<file path="src/rtl/cronometru_lap.sv">
// -----------------------------------------------------------------------------
// cronometru_lap -- BCD stopwatch with lap hold and multiplexed 7-seg display.
//
// Optional feature macro: CRONOMETRU_LAP_HOLD_EN
//   defined   -> LAP state and lap register present (btn_lr in RUN freezes
//                the display on a captured count while counting continues)
//   undefined -> no LAP state, no lap register; btn_lr in RUN is ignored
//
// Parameters:
//   TICK_DIV  clk cycles per count increment (>= 2)
//   SCAN_DIV  clk cycles per display digit slot (>= 2)
//   DIGITS    number of BCD digits counted/displayed (2..8)
//   DP_POS    digit index whose decimal point is lit
//
// Ports:
//   clk        rising-edge clock
//   rst_n      synchronous active-low reset
//   btn_ss     start/stop request, single-cycle debounced pulse
//   btn_lr     lap/reset request, single-cycle debounced pulse
//   c[7:0]     active-low segments, c[6:0] = g..a, c[7] = dp (registered)
//   an         active-low one-hot digit enables (registered)
//   running    high in RUN and LAP
//   ovf        sticky flag, set when the count wraps from all 9s
//   dbg_state  current FSM state: 0 IDLE, 1 RUN, 2 STOP, 3 LAP
//
// Handshake: btn_ss/btn_lr carry no ready; every pulse is consumed in the
// cycle it is seen. If both arrive together, btn_ss wins and btn_lr is dropped.
// -----------------------------------------------------------------------------
module cronometru_lap #(
  parameter int TICK_DIV = 500000,
  parameter int SCAN_DIV = 50000,
  parameter int DIGITS   = 4,
  parameter int DP_POS   = 2
) (
  input  logic              clk,
  input  logic              rst_n,
  input  logic              btn_ss,
  input  logic              btn_lr,
  output logic [7:0]        c,
  output logic [DIGITS-1:0] an,
  output logic              running,
  output logic              ovf,
  output logic [1:0]        dbg_state
);

  localparam int TW = $clog2(TICK_DIV);
  localparam int SW = $clog2(SCAN_DIV);
  localparam int IW = $clog2(DIGITS);

`ifdef CRONOMETRU_LAP_HOLD_EN
  typedef enum logic [1:0] {IDLE = 2'd0, RUN = 2'd1, STOP = 2'd2, LAP = 2'd3} state_t;
`else
  typedef enum logic [1:0] {IDLE = 2'd0, RUN = 2'd1, STOP = 2'd2} state_t;
`endif

  state_t              state;
  logic [TW-1:0]       psc;
  logic [TW-1:0]       psc_nxt;
  logic [4*DIGITS-1:0] cnt;
  logic [4*DIGITS-1:0] cnt_inc;
`ifdef CRONOMETRU_LAP_HOLD_EN
  logic [4*DIGITS-1:0] lap;
`endif
  logic                carry;
  logic                tick;
  logic [SW-1:0]       spsc;
  logic [IW-1:0]       sidx;
  logic [4*DIGITS-1:0] disp;
  logic [3:0]          dig;
  logic [6:0]          seg;

  assign dbg_state = state;

  // BCD ripple increment; carry left set after the loop means every digit
  // was 9, i.e. the count wraps to all zeros.
  always_comb begin
    cnt_inc = cnt;
    carry   = 1'b1;
    for (int i = 0; i < DIGITS; i++) begin
      if (carry) begin
        if (cnt[4*i +: 4] == 4'd9) begin
          cnt_inc[4*i +: 4] = 4'd0;
        end else begin
          cnt_inc[4*i +: 4] = cnt[4*i +: 4] + 4'd1;
          carry = 1'b0;
        end
      end
    end
  end

  assign psc_nxt = (psc == TW'(TICK_DIV - 1)) ? '0 : psc + 1'b1;
  // running is high exactly in the counting states, so it gates the prescaler.
  assign tick    = running && (psc == TW'(TICK_DIV - 1));

  always_ff @(posedge clk) begin
    if (!rst_n) begin
      state   <= IDLE;
      running <= 1'b0;
      cnt     <= '0;
      psc     <= '0;
      ovf     <= 1'b0;
`ifdef CRONOMETRU_LAP_HOLD_EN
      lap     <= '0;
`endif
    end else begin
      if (tick) begin
        cnt <= cnt_inc;
        if (carry) ovf <= 1'b1;
      end
      case (state)
        IDLE: begin
          psc <= '0;
          if (btn_ss) begin
            state   <= RUN;
            running <= 1'b1;
          end
        end
        RUN: begin
          psc <= psc_nxt;
          if (btn_ss) begin
            state   <= STOP;
            running <= 1'b0;
          end
`ifdef CRONOMETRU_LAP_HOLD_EN
          else if (btn_lr) begin
            state <= LAP;
            lap   <= cnt;
          end
`endif
        end
        STOP: begin
          // prescaler holds so a resume finishes the interrupted period
          if (btn_ss) begin
            state   <= RUN;
            running <= 1'b1;
          end else if (btn_lr) begin
            state <= IDLE;
            cnt   <= '0;
            psc   <= '0;
            ovf   <= 1'b0;
          end
        end
`ifdef CRONOMETRU_LAP_HOLD_EN
        LAP: begin
          psc <= psc_nxt;
          if (btn_ss) begin
            state   <= STOP;
            running <= 1'b0;
          end else if (btn_lr) begin
            state <= RUN;
          end
        end
`endif
        default: begin
          state   <= IDLE;
          running <= 1'b0;
        end
      endcase
    end
  end

  // Digit selection and active-low segment decode (g..a).
  always_comb begin
    disp = cnt;
`ifdef CRONOMETRU_LAP_HOLD_EN
    if (state == LAP) disp = lap;
`endif
    dig = disp[{sidx, 2'b00} +: 4];
    case (dig)
      4'd0:    seg = 7'h40;
      4'd1:    seg = 7'h79;
      4'd2:    seg = 7'h24;
      4'd3:    seg = 7'h30;
      4'd4:    seg = 7'h19;
      4'd5:    seg = 7'h12;
      4'd6:    seg = 7'h02;
      4'd7:    seg = 7'h78;
      4'd8:    seg = 7'h00;
      4'd9:    seg = 7'h10;
      default: seg = 7'h7F;
    endcase
  end

  // Scan runs in every state; pins are registered one cycle behind sidx.
  always_ff @(posedge clk) begin
    if (!rst_n) begin
      spsc <= '0;
      sidx <= '0;
      c    <= 8'hFF;
      an   <= '1;
    end else begin
      if (spsc == SW'(SCAN_DIV - 1)) begin
        spsc <= '0;
        sidx <= (sidx == IW'(DIGITS - 1)) ? '0 : sidx + 1'b1;
      end else begin
        spsc <= spsc + 1'b1;
      end
      an <= ~(DIGITS'(1) << sidx);
      c  <= {(int'(sidx) != DP_POS), seg};
    end
  end

endmodule

</file>
<file path="config.mk">
export PLATFORM = sky130hd
export DESIGN_NAME = cronometru_lap
export DESIGN_NICKNAME = d
export VERILOG_FILES = /design/src/rtl/cronometru_lap.sv
export SDC_FILE = /design/constraint.sdc
export NUM_CORES = 1
export LEC_CHECK = 0
export ABC_AREA = 1
export CORE_UTILIZATION = 60
export CTS_CLUSTER_SIZE = 30
export DETAILED_ROUTE_END_ITERATION = 8
export GPL_TIMING_DRIVEN = 0
export PLACE_DENSITY = 0.79
export SYNTH_ARGS = -nofsm -noshare
export SYNTH_HDL_FRONTEND = slang
export SYNTH_SLANG_ARGS = --single-unit
</file>
<file path="constraint.sdc">
create_clock -name clk -period 3.6 [get_ports clk]
set_input_delay 0.72 -clock clk [delete_from_list [all_inputs] [get_ports clk]]
set_output_delay 0.72 -clock clk [all_outputs]
set_load 0.02 [all_outputs]
</file>
After elaboration in Yosys (flattened, before gate mapping)
Memory sizes are Yosys's and may differ from the RTL's. A register that Yosys moved wholly into a read port is not among the register bits. Cells that the tools add are included.

Bitwise logic cells: 2. Eq/ne operators: 16. Reduce and logical (&&, ||, !) cells: 9. Shift-type cells: 2. Mux-type cells: 36. Add/subtract/negate cells: 7.

Operators with widths (number): 16-bit two-way mux (4); 19-bit two-way mux (3); 19-bit one-hot mux with 3 select lines (1); 4-bit two-way mux (7); 19-bit by 1-bit adder with 19-bit output (second input constant) (1); 19-bit equality test (second input constant) (1); 16-bit by 1-bit adder with 16-bit output (second input constant) (1); 4-bit by 1-bit adder with 4-bit output (second input constant) (4); 16-bit equality test (second input constant) (1); 4-bit equality test (second input constant) (4); 16-bit by 5-bit variable part select with 4-bit output (1); 1-bit two-way mux (14); 2-bit two-way mux (5); 2-bit != test (second input constant) (5); 2-bit one-hot mux with 3 select lines (1); 3-bit AND reduction (2); 2-bit equality test (second input constant) (2); 4-bit inverter (1); 2-bit OR reduction (2); 1-bit by 2-bit << shifter with 4-bit output (first input constant) (1); 3-bit != test (second input constant) (1); 3-bit nonzero test (1); 2-bit by 1-bit adder with 2-bit output (second input constant) (1); 2-bit by 1-bit equality test with 1-bit output (second input constant) (1); 7 further kinds (7).

Register bits after elaboration: 69. Output and inout port bits: 16. Memories kept: 1. Logic and storage cells: 82. Input port bits: 4. ROM bits: 112.

Memories: (no name shown) (words 16, width 7, read ports 1, clocked after memory_dff 1, write ports 0, RTL line 169) `case (dig)`.

Logic depth before layout (Yosys ltp)
Word-level depth: 10. Depth in mapped cells: 11. Gate-level depth less buffers: 11.

Worst setup path after synthesis
OpenSTA, ideal clock, no wires.

Kind: input to register. From: input rst_n. To: register cnt[12]. Setup slack: 1.968 ns. Required time: 3.536 ns. Arrival time: 1.568 ns. Library setup time: 0.064 ns. Path buffers: 2. Cell stages on the path: 6. Cell sequence: buf_4 inv_2 a31oi_4 buf_2 o21ai_0 nor2_1.

RTL lines: start: declaration (RTL line 36) `input logic rst_n,`; end signal: assignment (RTL line 107) `cnt <= cnt_inc;`; end: declaration (RTL line 59) `logic [4*DIGITS-1:0] cnt;`.

Final worst setup path
From: register running. To: output running.

RTL lines: start: declaration (RTL line 41) `output logic running,`; start signal: assignment (RTL line 98) `running <= 1'b0;`; start signal: assignment (RTL line 115) `running <= 1'b1;`; start signal: assignment (RTL line 122) `running <= 1'b0;`.

No word-level cell between the ends.

==> results_dict.tcl <==
set metrics [dict create \
    netlist_instances 550 \
    start_util_pct 62.2 \
    wl_per_cell_microns 12.6 \
    ys_ff_latch 68 \
    maxCapViolCount 0 \
    finalCritPeriodShare_pct 60.5 \
    fmax_mhz 459 \
    clk_latency_ns 0.34 \
    status "completed" \
    power_frac_clock_pct 43.2 \
    max_slew_margin_pct 68.7 \
    gp_congestion 0.903 \
    die_h_microns 80.6 \
    setup_violations 0 \
    grt_pass1_vias 3306 \
    pin_count 20 \
    htree_levels 3 \
    switching_power_w 0.000367 \
    core-area_sq_um 5960 \
    layout_min_cycle_time_ns 2.18 \
    drive_above_1_share_pct 9.08 \
    clock_path_buffers 2 \
    cts.sinks 68 \
    tns_ns 0 \
    cts_tree "done" \
    antenna_left 0 \
    yosysSeqAreaShare_pct 36.7 \
    cts_setup_buffers 0 \
    worstSetupStartpointType "register" \
    nets 594 \
    synthArstFlopShare_pct 0 \
    ff2ff_setup_slack_ns 1.73 \
    syn-num-nets 565 \
    cts_buffers 9 \
    ctsHoldBuffers 0 \
    drcViolationCount 0 \
    drtPass1Iterations 5 \
    grt_max_degree 12 \
    dieArea_sq_um 6490 \
    hold_viol_final 0 \
    cp.arrival_ns 1.46 \
    r2r_end "c[5]" \
    hold_class "register to register" \
    ctsResizeCount 0 \
    reg2reg_depth 9 \
    design_area_sq_um 4180 \
    yosysWarnings 0 \
    leakagePower_nw 1.71 \
    comb_power_share_pct 6.1 \
    clk_pin_slew_ns 0.07 \
    critPathBufInv 1 \
    vias 3545 \
    cellPowerDensity_nw_per_um2 363 \
    syn_to_final_growth_pct 12.9 \
    critical_path_class "register to output port" \
    slew_violations 0 \
    netlist_area_sq_um 3700 \
    antenna_found_initial 0 \
    vias_per_cell 5.38 \
    hp-start "spsc[0]" \
    syn_area_per_cell_sq_um 6.74 \
    internal-power_w 0.00115 \
    crit_path_start "running" \
    grt_usage_pct 28.4 \
    synthFlopType "dfxtp_1" \
    worstPathMaxFanout 4 \
    synth_edf_count 0 \
    port_buffers 18 \
    max_stage_delay_ns 0.65 \
    crit_path_end_kind "output port" \
    worstPathCellList "clkdlybuf4s50_1" \
    place_hpwl_microns 6040 \
    required_ns 2.88 \
    crit_slowest_cell "clkdlybuf4s50_1" \
    grt_pass1_wl_microns 14300 \
    hold_end "spsc[0]" \
    tightest_slew_ns 0.468 \
    clk_root_buffer_cell "clkbuf_8" \
    vdd_drop_max_uv 256 \
    routed_wl_microns 8330 \
    regToRegStartpoint "sidx[0]" \
    crit_family "buffers and inverters" \
    grt-ovfl-total 0 \
    synth.distinct_cells 35 \
    holdPathStages 1 \
    swShare_pct 24.2 \
    rsz0062_at_grt "no" \
    drt_iter0_drc 209 \
    die_width_microns 80.6 \
    fp-row-count 28 \
    place_area_sq_um 3980 \
    clock_skew_ns 0.00896 \
    antenna_cells 0 \
    power_frac_seq_pct 50.8 \
]
area by class of cell:
cell class                 instances  area [sq um]
multi-input combinational        392          1980
fill                             527          1770
sequential                        68          1360
inverter                          81           304
timing repair buffer              18           180
clock buffer                      12           155
tap                               75          93.8
buffer                             9          61.3
clock inverter                     4          47.5
cell families (layout without fill, tap and decap cells):
| family | count (synthesis) | in the layout | synth area share (%) |
|---|---|---|---|
| AOI/OAI and AO/OA | 67 | 67 | 10.4 |
| and+or+nand+nor | 308 | 308 | 37.8 |
| adders and majority gates | 11 | 11 | 3.71 |
| DFF | 68 | 68 | 36.7 |
| buffers and inverters | 90 | 124 | 9.86 |
| xor gates and xnor gates | 6 | 6 | 1.42 |
worst max path at each step:
stage	endpoint	slack, ns	cells after the start
after floorplan	cnt[12]	1.97	6
after global placement	psc[2]	1.21	7
after detailed placement	psc[2]	1.16	7
after CTS	running	1.43	1
after global routing	psc[2]	1.40	7
final	running	1.42	1
sequential cells by signal, indices dropped and copies added, names as in the netlist:
signal,flops
an,3
c,8
cnt,16
dbg_state,2
ovf,1
psc,19
running,1
sidx,2
spsc,16
per-stage QoR:
step / total power (W) / setup WS [ns] / utilization [%] / cells / hold slack [ns]
2_1_floorplan: 0.000846 / 1.97 / - / 550 / 0.411
3_3_place_gp: 0.000878 / 1.21 / 66.8 / 643 / 0.427
3_5_place_dp: 0.000879 / 1.16 / 66.8 / 643 / 0.434
4_1_cts: 0.00152 / 1.43 / 70.2 / 659 / 0.444
5_1_grt: 0.00156 / 1.40 / 70.2 / 659 / 0.461
6_report: 0.00152 / 1.42 / 70.2 / 659 / 0.440
placed cells by master (no fill, tap or decap), types with 2 or more instances in the layout:
cell type	n
a211oi_1	3
a21oi_1	38
a21oi_4	2
a31oi_1	2
and3_1	2
buf_2	4
buf_4	2
buf_6	2
clkbuf_1	2
clkbuf_8	11
clkdlybuf4s50_1	18
clkinv_2	2
dfxtp_1	68
ha_1	11
inv_1	76
inv_2	5
nand2_1	132
nand2_2	5
nand3_1	36
nand3b_1	2
nand4_1	14
nand4_2	3
nor2_1	81
nor2_2	3
nor2_4	5
nor3_1	15
nor3_2	2
nor3b_1	2
nor4_1	2
o21ai_0	16
o21ai_1	4
or2_2	2
xor2_1	5
routing by layer:
layer  global-route usage, %  routed length [microns]
met3                    5.00                      390
met1                    34.9                     3830
met2                    48.0                     3930
met5                       0                        0
met4                    12.9                      177
Yosys cell counts, types with 3 or more instances:
master / n / area, sq um
dfxtp_1: 68 / 1360
ha_1: 11 / 138
nor3_1: 15 / 75.1
nand2_1: 132 / 495
o21ai_1: 4 / 20.0
nor2_2: 3 / 18.8
buf_2: 4 / 20.0
xor2_1: 5 / 43.8
nand4_2: 3 / 37.5
nor2_4: 5 / 56.3
nand3_1: 36 / 180
inv_2: 5 / 18.8
o21ai_0: 16 / 80.1
a21oi_1: 38 / 190
a211oi_1: 3 / 22.5
inv_1: 76 / 285
nand2_2: 5 / 31.3
nand4_1: 14 / 87.6
nor2_1: 81 / 304
power by group through the flow:
stage                     Clock [W]  Combinational, W  Sequential, W
after floorplan                   0         0.0000510       0.000795
after global placement            0         0.0000904       0.000787
after detailed placement          0         0.0000916       0.000788
after CTS                  0.000658         0.0000922       0.000770
after global routing       0.000687          0.000101       0.000771
final                      0.000655         0.0000921       0.000770
(Power assumes the default switching activity.)
